### src/rtl/lcd_pkg.sv
// lcd_pkg: command encodings, arbiter state encoding and FIFO sizing shared by
// the LCD command arbiter and its FIFOs.
`default_nettype none

package lcd_pkg;

    localparam logic [3:0] WRITE         = 4'd0;
    localparam logic [3:0] CLEAR         = 4'd1;
    localparam logic [3:0] FILL          = 4'd2;
    localparam logic [3:0] SET_WIN       = 4'd3;
    localparam logic [3:0] SET_CURSOR    = 4'd4;
    localparam logic [3:0] ROTATE        = 4'd5;
    localparam logic [3:0] SCROLL        = 4'd6;
    localparam logic [3:0] INVERT        = 4'd7;
    localparam logic [3:0] DISPLAY_ON    = 4'd8;
    localparam logic [3:0] DISPLAY_OFF   = 4'd9;
    localparam logic [3:0] MIRROR_X      = 4'd10;
    localparam logic [3:0] MIRROR_Y      = 4'd11;

    localparam logic [3:0] MAX_LEGAL_CMD = MIRROR_Y;
    localparam int         FIFO_DEPTH    = 4;

    typedef enum logic [2:0] {
        ST_IDLE      = 3'd0,
        ST_ISSUE     = 3'd1,
        ST_WAIT_ACK  = 3'd2,
        ST_WAIT_DONE = 3'd3,
        ST_FINISHED  = 3'd4
    } state_t;

    function automatic logic cmd_is_legal(input logic [3:0] cmd);
        return (cmd <= MAX_LEGAL_CMD);
    endfunction

endpackage

`default_nettype wire

### src/rtl/lcd_cmd_fifo.sv
// lcd_cmd_fifo: FIFO_DEPTH-entry command FIFO with show-ahead head output.
// Pushes when full and pops when empty are ignored.
`default_nettype none

module lcd_cmd_fifo
    import lcd_pkg::*;
#(
    parameter int WIDTH = 4
) (
    input  logic             clk,
    input  logic             reset,
    input  logic             i_push,
    input  logic [WIDTH-1:0] i_data,
    input  logic             i_pop,
    output logic [WIDTH-1:0] o_data,
    output logic             o_full,
    output logic             o_empty
);

    localparam int AW = $clog2(FIFO_DEPTH);

    logic [WIDTH-1:0] r_mem [FIFO_DEPTH];
    logic [AW-1:0]    r_wr_ptr;
    logic [AW-1:0]    r_rd_ptr;
    logic [AW:0]      r_count;
    logic             w_push;
    logic             w_pop;

    assign o_full  = (r_count == (AW+1)'(FIFO_DEPTH));
    assign o_empty = (r_count == '0);
    assign o_data  = r_mem[r_rd_ptr];
    assign w_push  = i_push && !o_full;
    assign w_pop   = i_pop && !o_empty;

    always_ff @(posedge clk or posedge reset) begin
        if (reset) begin
            r_wr_ptr <= '0;
            r_rd_ptr <= '0;
            r_count  <= '0;
            for (int i = 0; i < FIFO_DEPTH; i++) begin
                r_mem[i] <= '0;
            end
        end else begin
            if (w_push) begin
                r_mem[r_wr_ptr] <= i_data;
                r_wr_ptr        <= r_wr_ptr + AW'(1);
            end
            if (w_pop) begin
                r_rd_ptr <= r_rd_ptr + AW'(1);
            end
            case ({w_push, w_pop})
                2'b10:   r_count <= r_count + (AW+1)'(1);
                2'b01:   r_count <= r_count - (AW+1)'(1);
                default: r_count <= r_count;
            endcase
        end
    end

endmodule

`default_nettype wire

### src/rtl/lcd_cmd_arb.sv
// lcd_cmd_arb: two-source command arbiter feeding an LCD image controller.
// Define LCD_CMD_ARB_FIXED_PRIO_EN for fixed req0 priority instead of round-robin.
`default_nettype none

module lcd_cmd_arb
    import lcd_pkg::*;
(
    input  logic       clk,
    input  logic       reset,
    input  logic       req0_valid,
    input  logic [3:0] req0_cmd,
    output logic       req0_ready,
    input  logic       req1_valid,
    input  logic [3:0] req1_cmd,
    output logic       req1_ready,
    output logic [3:0] lcd_cmd,
    output logic       lcd_cmd_valid,
    input  logic       lcd_busy,
    input  logic       lcd_done,
    output logic       grant_id,
    output logic       arb_idle,
    output logic       err_illegal,
    output logic [7:0] issued_cnt
);

    state_t     r_state;
    logic [3:0] r_cmd;
    logic       r_cmd_valid;
    logic       r_grant;
    logic       r_err;
    logic [7:0] r_cnt;

    logic       w_acc0, w_acc1;
    logic       w_push0, w_push1;
    logic       w_pop0, w_pop1;
    logic [3:0] w_head0, w_head1;
    logic       w_full0, w_full1;
    logic       w_empty0, w_empty1;
    logic       w_can_issue;
    logic       w_sel;

    assign req0_ready = !w_full0 && (r_state != ST_FINISHED);
    assign req1_ready = !w_full1 && (r_state != ST_FINISHED);
    assign w_acc0     = req0_valid && req0_ready;
    assign w_acc1     = req1_valid && req1_ready;
    assign w_push0    = w_acc0 && cmd_is_legal(req0_cmd);
    assign w_push1    = w_acc1 && cmd_is_legal(req1_cmd);

    assign w_can_issue = (r_state == ST_IDLE) && !lcd_busy && !(w_empty0 && w_empty1);
    assign w_pop0      = w_can_issue && !w_sel;
    assign w_pop1      = w_can_issue && w_sel;

    lcd_cmd_fifo #(.WIDTH(4)) u_fifo0 (
        .clk     (clk),
        .reset   (reset),
        .i_push  (w_push0),
        .i_data  (req0_cmd),
        .i_pop   (w_pop0),
        .o_data  (w_head0),
        .o_full  (w_full0),
        .o_empty (w_empty0)
    );

    lcd_cmd_fifo #(.WIDTH(4)) u_fifo1 (
        .clk     (clk),
        .reset   (reset),
        .i_push  (w_push1),
        .i_data  (req1_cmd),
        .i_pop   (w_pop1),
        .o_data  (w_head1),
        .o_full  (w_full1),
        .o_empty (w_empty1)
    );

`ifdef LCD_CMD_ARB_FIXED_PRIO_EN
    assign w_sel = w_empty0;
`else
    // r_rr_ptr names the source preferred when both FIFOs hold commands.
    logic r_rr_ptr;

    always_comb begin
        w_sel = r_rr_ptr;
        if (w_empty0) begin
            w_sel = 1'b1;
        end else if (w_empty1) begin
            w_sel = 1'b0;
        end
    end

    always_ff @(posedge clk or posedge reset) begin
        if (reset) begin
            r_rr_ptr <= 1'b0;
        end else if (w_can_issue) begin
            r_rr_ptr <= ~w_sel;
        end
    end
`endif

    always_ff @(posedge clk or posedge reset) begin
        if (reset) begin
            r_err <= 1'b0;
        end else begin
            r_err <= (w_acc0 && !cmd_is_legal(req0_cmd)) ||
                     (w_acc1 && !cmd_is_legal(req1_cmd));
        end
    end

    always_ff @(posedge clk or posedge reset) begin
        if (reset) begin
            r_state     <= ST_IDLE;
            r_cmd       <= '0;
            r_cmd_valid <= 1'b0;
            r_grant     <= 1'b0;
            r_cnt       <= '0;
        end else begin
            r_cmd_valid <= 1'b0;
            case (r_state)
                ST_IDLE: begin
                    if (w_can_issue) begin
                        r_cmd       <= w_sel ? w_head1 : w_head0;
                        r_grant     <= w_sel;
                        r_cmd_valid <= 1'b1;
                        r_state     <= ST_ISSUE;
                    end
                end
                ST_ISSUE: begin
                    if (r_cnt != 8'hFF) begin
                        r_cnt <= r_cnt + 8'd1;
                    end
                    r_state <= ST_WAIT_ACK;
                end
                ST_WAIT_ACK: begin
                    if (lcd_busy) begin
                        r_state <= ST_WAIT_DONE;
                    end
                end
                ST_WAIT_DONE: begin
                    // A WRITE ends the session: only lcd_done releases it.
                    if (r_cmd == WRITE) begin
                        if (lcd_done) begin
                            r_state <= ST_FINISHED;
                        end
                    end else if (!lcd_busy) begin
                        r_state <= ST_IDLE;
                    end
                end
                ST_FINISHED: begin
                    r_state <= ST_FINISHED;
                end
                default: begin
                    r_state <= ST_IDLE;
                end
            endcase
        end
    end

    assign lcd_cmd       = r_cmd;
    assign lcd_cmd_valid = r_cmd_valid;
    assign grant_id      = r_grant;
    assign err_illegal   = r_err;
    assign issued_cnt    = r_cnt;
    assign arb_idle      = (r_state == ST_IDLE) && w_empty0 && w_empty1;

endmodule

`default_nettype wire

### config.mk
export PLATFORM = sky130hd
export DESIGN_NAME = lcd_cmd_arb
export DESIGN_NICKNAME = d
export VERILOG_FILES = /design/src/rtl/lcd_pkg.sv /design/src/rtl/lcd_cmd_fifo.sv /design/src/rtl/lcd_cmd_arb.sv
export SDC_FILE = /design/constraint.sdc
export NUM_CORES = 1
export LEC_CHECK = 0
export CORE_MARGIN = 3
export CORE_UTILIZATION = 30
export DETAILED_ROUTE_END_ITERATION = 6
export SLEW_MARGIN = 15
export SYNTH_ARGS = -nofsm -noshare
export SYNTH_HDL_FRONTEND = slang
export SYNTH_HIERARCHICAL = 1
export SYNTH_SLANG_ARGS = --single-unit
### constraint.sdc
create_clock -name clk -period 5.26 [get_ports clk]
set_input_delay 1.052 -clock clk [delete_from_list [all_inputs] [get_ports clk]]
set_output_delay 1.052 -clock clk [all_outputs]
set_load 0.005 [all_outputs]
==> Word-level counts from Yosys, hierarchy flattened <==
Cells that the tools add are included.
{ "totals": {"reg_bits": 65, "latchBits": 0, "ramBits": 0, "rom_bits": 0, "input_bits": 14, "out_inout_bits": 18, "mem_count": 0} }
{ "op_classes": {"addsub": 9, "mul": 0, "div_mod_pow": 0, "magnitude_cmp": 8, "eq_ne": 16, "shift": 0, "mux": 25, "bitwise_logic": 5, "n_reduce_logical": 40} }
{ "ops": {"columns": ["cell", "n"], "rows": [
  ["$bwmux W16", 2],
  ["$mux W4", 7],
  ["$logic_and A1 B1 Y1", 21],
  ["$bmux W4 S2", 2],
  ["$demux W4 S2", 2],
  ["$mux W3", 5],
  ["$pmux W3 S5", 1],
  ["$ge A3 B3 Y1 const B", 4],
  ["$not A2 Y3", 4],
  ["$pmux W3 S2", 2],
  ["$eq A3 B3 Y1 const B", 3],
  ["$logic_not A1 Y1", 9],
  ["$logic_not A3 Y1", 3],
  ["$ne A3 B3 Y1 const B", 3],
  ["$add A2 B1 Y2 const B", 4],
  ["$add A8 B1 Y8 const B", 1],
  ["$le A4 B4 Y1 const B", 2],
  ["$ne A8 B8 Y1 const B", 1],
  ["$add A3 B1 Y3 const B", 2],
  ["$eq A3 B2 Y1 const B", 2],
  ["$lt A3 B1 Y1 const B", 2],
  ["$sub A3 B1 Y3 const B", 2],
  ["$eq A2 B1 Y1 const B", 2],
  ["$eq A2 B2 Y1 const B", 2],
  ["other kinds (9)", 15]
]} }

==> Logic depth before layout (Yosys ltp) <==
{ "depth": {"ltp_word": 8, "ltp_mapped": 12} }

==> Cells and area by module <==
Netlist, hierarchy kept.
{ "modules_own_cells": {"columns": ["mod", "instances", "cells_each", "area_per_inst_um2", "seq_area_each_um2"], "rows": [
  ["lcd_cmd_fifo", 2, 78, 1108.6, 575.6],
  ["lcd_cmd_arb", 1, 103, 1041.0, 475.5]
]} }

==> Least setup slack after synthesis <==
Ideal clock, no wire load.
{ "synth_timing": {"path_kind": "in2reg", "from": "input port lcd_busy", "to": "register u_fifo0.r_count[2]", "setup_time_ps": 79, "arrival_time_ps": 2724, "slack_ps": 2456, "stages": 10, "path_buffers": 0, "cell_sequence": "a21oi_2 > nand2_2 > nor3_1 > o31a_1 > ha_1 > inv_1 > fa_1 > xor2_1 > nor2_1 > xor2_1"} }
{ "synth_between": {"elab_chain_cells": 7, "elab_cells_between_ends": 9} }
{ "synth_rtl": {"columns": ["item", "line", "text"], "rows": [
  ["start, declared", "lcd_cmd_arb.sv:18", "input logic lcd_busy,"],
  ["$logic_not A1 Y1 *", null, null],
  ["$logic_and A1 B1 Y1 * (2 in a row)", "lcd_cmd_arb.sv:49", "assign w_can_issue = (r_state == ST_IDLE) && !lcd_busy && !(w_empty0 && w_empty1);"],
  ["$logic_and A1 B1 Y1 *", "lcd_cmd_arb.sv:50", "assign w_pop0 = w_can_issue && !w_sel;"],
  ["named net w_pop0", "lcd_cmd_arb.sv:35", "logic w_pop0, w_pop1;"],
  ["$logic_and A1 B1 Y1 *", "lcd_cmd_fifo.sv:33", "assign w_pop = i_pop && !o_empty;"],
  ["named net u_fifo0.w_pop", "lcd_cmd_fifo.sv:27", "logic w_pop;"],
  ["$eq A2 B1 Y1 or $eq A2 B2 Y1 (tied branches)", "lcd_cmd_fifo.sv:51", "case ({w_push, w_pop})"],
  ["$pmux W3 S2 or $reduce_bool A2 Y1 (tied branches)", null, null],
  ["end signal, assigned", "lcd_cmd_fifo.sv:52", "2'b10: r_count <= r_count + (AW+1)'(1);"],
  ["end signal, assigned", "lcd_cmd_fifo.sv:53", "2'b01: r_count <= r_count - (AW+1)'(1);"],
  ["end signal, assigned", "lcd_cmd_fifo.sv:54", "default: r_count <= r_count;"],
  ["end, declared", "lcd_cmd_fifo.sv:25", "logic [AW:0] r_count;"]
]} }
Mark *: on every way through the listed nets, which the timed path passes. The rest lies on a longest branch.
A chain may end at the register's enable or synchronous reset.

==> Worst setup path in the final report <==
{ "layout_timing": {"from": "register u_fifo1.r_count[0]", "to": "output port arb_idle"} }
{ "layout_between": {"elab_chain_cells": 2} }
{ "layout_rtl": {"columns": ["item", "line", "text"], "rows": [
  ["start, declared", "lcd_cmd_fifo.sv:25", null],
  ["start signal, assigned", "lcd_cmd_fifo.sv:52", null],
  ["start signal, assigned", "lcd_cmd_fifo.sv:53", null],
  ["start signal, assigned", "lcd_cmd_fifo.sv:54", null],
  ["$logic_not A3 Y1", "lcd_cmd_fifo.sv:30", "assign o_empty = (r_count == '0);"],
  ["named net w_empty1", "lcd_cmd_arb.sv:38", "logic w_empty0, w_empty1;"],
  ["$logic_and A1 B1 Y1", "lcd_cmd_arb.sv:162", "assign arb_idle = (r_state == ST_IDLE) && w_empty0 && w_empty1;"],
  ["end, declared", "lcd_cmd_arb.sv:21", "output logic arb_idle,"]
]} }
The timed path passes the listed nets, and every way through them passes these cells.

==> qor.csv <==
stage,metric,value,unit
status,outcome,finished clean,
detailed_routing,DRT Wirelength,6.50,mm
clock_network,H-tree depth,3,
final_layout,antenna fix cells,0,
power,sw frac,33.6,%
power,Internal,1.53,mW
detailed_routing,DRT iter0 DRCs,114,
synthesis,most common cell in the netlist,dfrtp_1,
timing,min cycle time layout,3.40,ns
synthesis,synth unique cells,48,
final_layout,Multi-input gate area,1540,um2
synthesis,post-synth top area cell,dfrtp_1,
synthesis,synthesized area per cell,12.6,um2
detailed_routing,Vias,2079,
placement,Buffers on Ports,31,
worst_hold_path,Hold Path Depth,1,
final_layout,final core occ,37.7,%
setup_path,Reg2Reg Depth,10,
grt,vias in the first global route,2185,
synthesis,Post-synth ARST share,100,%
timing,total count of hold-check failures in the final report,0,
timing,Clock Skew,0.00466,ns
clock_network,CTS tree,yes,
detailed_routing,wire length per cell,14.8,um
final_layout,register area,1630,um2
detailed_routing,Pre-antenna DRT Iters,5,
final_layout,layout cells sized above 1,23.8,%
synthesis,post-synth top area share,49.9,%
synthesis,Post-synth top cells,"dfrtp_1 (65), mux2_2 (34), inv_1 (17), nand2_1 (16), nor2_1 (13)",
synthesis,syn nets,286,
power,pwr dens,583,nW/um2
grt,Tot GR Track Use,12.0,%
floorplanning,Die ar.,12100,um2
power,register share of total power,41.6,%
setup_path,worst endpoint data arrival time,2.34,ns
setup_path,Worst path max stage delay,0.75,ns
placement,DP Wirelength,4.93,mm
detailed_routing,DRC,0,
timing,final setup vio count,0,
clock_network,CTS Hold Bufs,0,
synthesis,ys flop type,dfrtp_1,
synthesis,number of synthesized flops with an enable pin,0,
synthesis,Synth area leaders,"dfrtp_1 (50%), mux2_2 (12%), mux4_2 (5.5%)",
clock_network,clock tree sinks,65,
worst_hold_path,hold path endpoint,u_fifo1/r_mem[10]$_DFFE_PP0P_,
grt,global-route wire length before repair,11.2,mm
timing,Post-Route Setup TNS,0,ns
setup_path,internal reg-to-reg setup slack,2.21,ns
clock_network,post_cts resized,0,
floorplanning,Core Footprint,10500,um2
floorplanning,die extent in y,110,um
timing,Highest Clock Rate,0.295,GHz
grt,total gr overflow,0,
floorplanning,Die W,110,um
synthesis,synthesized area,3260,um2
power,P_sw,0.773,mW
setup_path,RR Endpoint,u_fifo0/r_count[2]$_DFFE_PP0P_,
clock_network,CTS root buf,clkbuf_8,
setup_path,CP startpoint kind,flop,
floorplanning,Top Ports,32,
synthesis,Post-Syn Instances,259,
timing,Final Max Tran Viols,0,
synthesis,sequential cell area fraction in the yosys report,49.9,%
run,number of max-cap violations,0,
floorplanning,Row Count,37,
final_layout,Nets,325,
setup_path,cells along the critical path,"nor3_1, and3_1, clkdlybuf4s50_1",
floorplanning,Initial Util,31.1,%
clock_network,Num CTS Buffers,9,
clock_network,clk_lat worst skew,0.34,ns
clock_network,Post-CTS Setup Repair Bufs,0,
setup_path,Worst Path Buf+Inv,1,
timing,fin crit share,64.6,%
grt,initial antenna violation count,0,
setup_path,CP top delay family,simple AND/OR/NAND/NOR gates,
final_layout,Area growth syn-to-layout,21.2,%
timing,relative slew slack,41.0,%
synthesis,Synth Register Bits,65,
power,Clock power frac,20.7,%
worst_hold_path,Worst Hold Class,flop to flop,
setup_path,Crit. End Element,output port,
synthesis,yosys warns,6,
setup_path,Worst Path Required,4.21,ns
power,P_leak,1.65,nW
power,"IR drop worst, VDD",172,uV
grt,largest net degree at the start of global routing,24,
timing,worst-margin pin slew,0.878,ns
setup_path,CP max-delay cell,nor3_1,
detailed_routing,ANT nets after route,0,
power,total power,2.30,mW
clock_network,clock buffer depth,2,
worst_hold_path,Min-Delay Startpoint,u_fifo1/r_mem[10]$_DFFE_PP0P_,
setup_path,WS Path Type,flop to output port,
timing,RSZ-0062 raised after global routing,no,
clock_network,clk slew on worst S/H paths,0.07,ns
placement,placer congestion estimate,0.785,
final_layout,# fillers,1029,
setup_path,CP Max Fanout,7,
power,combinational fraction of design power,37.6,%
detailed_routing,vias per std cell,4.74,
setup_path,worst r2r src,u_fifo1/r_count[0]$_DFFE_PP0P_,
-- layout make-up --
cell class	count	area share, %
timing repair buffer	32	8.05
inverter	18	1.74
tap	136	4.31
clock inverter	6	2.28
multi-input combinational	172	38.9
sequential	65	41.2
clock buffer	10	3.49
-- power groups by stage --
| stage | Sequential [mW] | Clock (mW) | Combinational (mW) |
|---|---|---|---|
| 3_3_place_gp | 0.962 | 0 | 0.853 |
| 4_1_cts | 0.961 | 0.493 | 0.880 |
| 3_5_place_dp | 0.971 | 0 | 0.874 |
| 6_report | 0.958 | 0.477 | 0.866 |
| 2_1_floorplan | 0.897 | 0 | 0.652 |
| 5_1_grt | 1.00 | 0.519 | 0.957 |
-- metal layers --
metal,up-vias,track usage [%],share of wire (%)
met3,6,3.67,4.8
li1,998,-,-
met1,1033,16.2,48
met2,42,18.4,46
met5,-,0,0
met4,0,4.05,0.74
-- metrics by stage --
step	area (um2)	cells	setup WS, ns	hold WS, ns
floorplan	3260	259	2.46	0.473
global route	3950	439	1.72	0.526
detailed placement	3720	423	1.76	0.492
finish	3950	439	1.86	0.504
global placement	3720	423	1.82	0.485
CTS	3950	439	1.90	0.510
-- kinds of logic after synthesis --
| kind of cell | after synthesis | synth area share (%) |
|---|---|---|
| AOI/OAI and AO/OA | 36 | 7.03 |
| adders and majority gates | 13 | 5.45 |
| muxes | 50 | 20.2 |
| DFF | 65 | 49.9 |
| and+or+nand+nor | 59 | 10.8 |
| xor gates and xnor gates | 14 | 3.76 |
| buffers and inverters | 22 | 2.92 |
-- worst max path at each step --
stage	start	to	cells after the start
2_1_floorplan	lcd_busy	u_fifo0/r_count[2]$_DFFE_PP0P_	10
3_3_place_gp	lcd_busy	u_fifo0/r_count[2]$_DFFE_PP0P_	11
3_5_place_dp	lcd_busy	u_fifo0/r_count[2]$_DFFE_PP0P_	11
4_1_cts	u_fifo1/r_count[0]$_DFFE_PP0P_	arb_idle	3
5_1_grt	u_fifo1/r_count[0]$_DFFE_PP0P_	arb_idle	3
6_report	u_fifo1/r_count[0]$_DFFE_PP0P_	arb_idle	3
-- sequential cells by signal (all words and copies together), names as in the netlist --
name and count:
u_fifo0/r_mem 16, u_fifo1/r_mem 16, issued_cnt 8, lcd_cmd 4, r_state 3, u_fifo0/r_count 3, u_fifo1/r_count 3, u_fifo0/r_rd_ptr 2
u_fifo0/r_wr_ptr 2, u_fifo1/r_rd_ptr 2, u_fifo1/r_wr_ptr 2, err_illegal 1, grant_id 1, lcd_cmd_valid 1, r_rr_ptr 1
-- placed cells by master (no fill, tap or decap), types with 3 or more instances in the layout --
cell             Yosys  final
xnor2_1              8      8
mux2i_1              3      3
ha_1                11     11
nand2_1             16     16
nor2_1              13     13
mux2_2              34     34
a21oi_1             11     11
nor3_1               3      3
mux4_2               8      8
clkbuf_8             0     10
o21ai_0              5      5
xor2_1               6      6
dfrtp_1             65     65
inv_1               17     17
mux2_1               3      3
o211ai_1             5      5
a31oi_1              6      6
nand3_1              4      4
clkdlybuf4s50_1      0     31
Power figures use the tool's default switching activity.
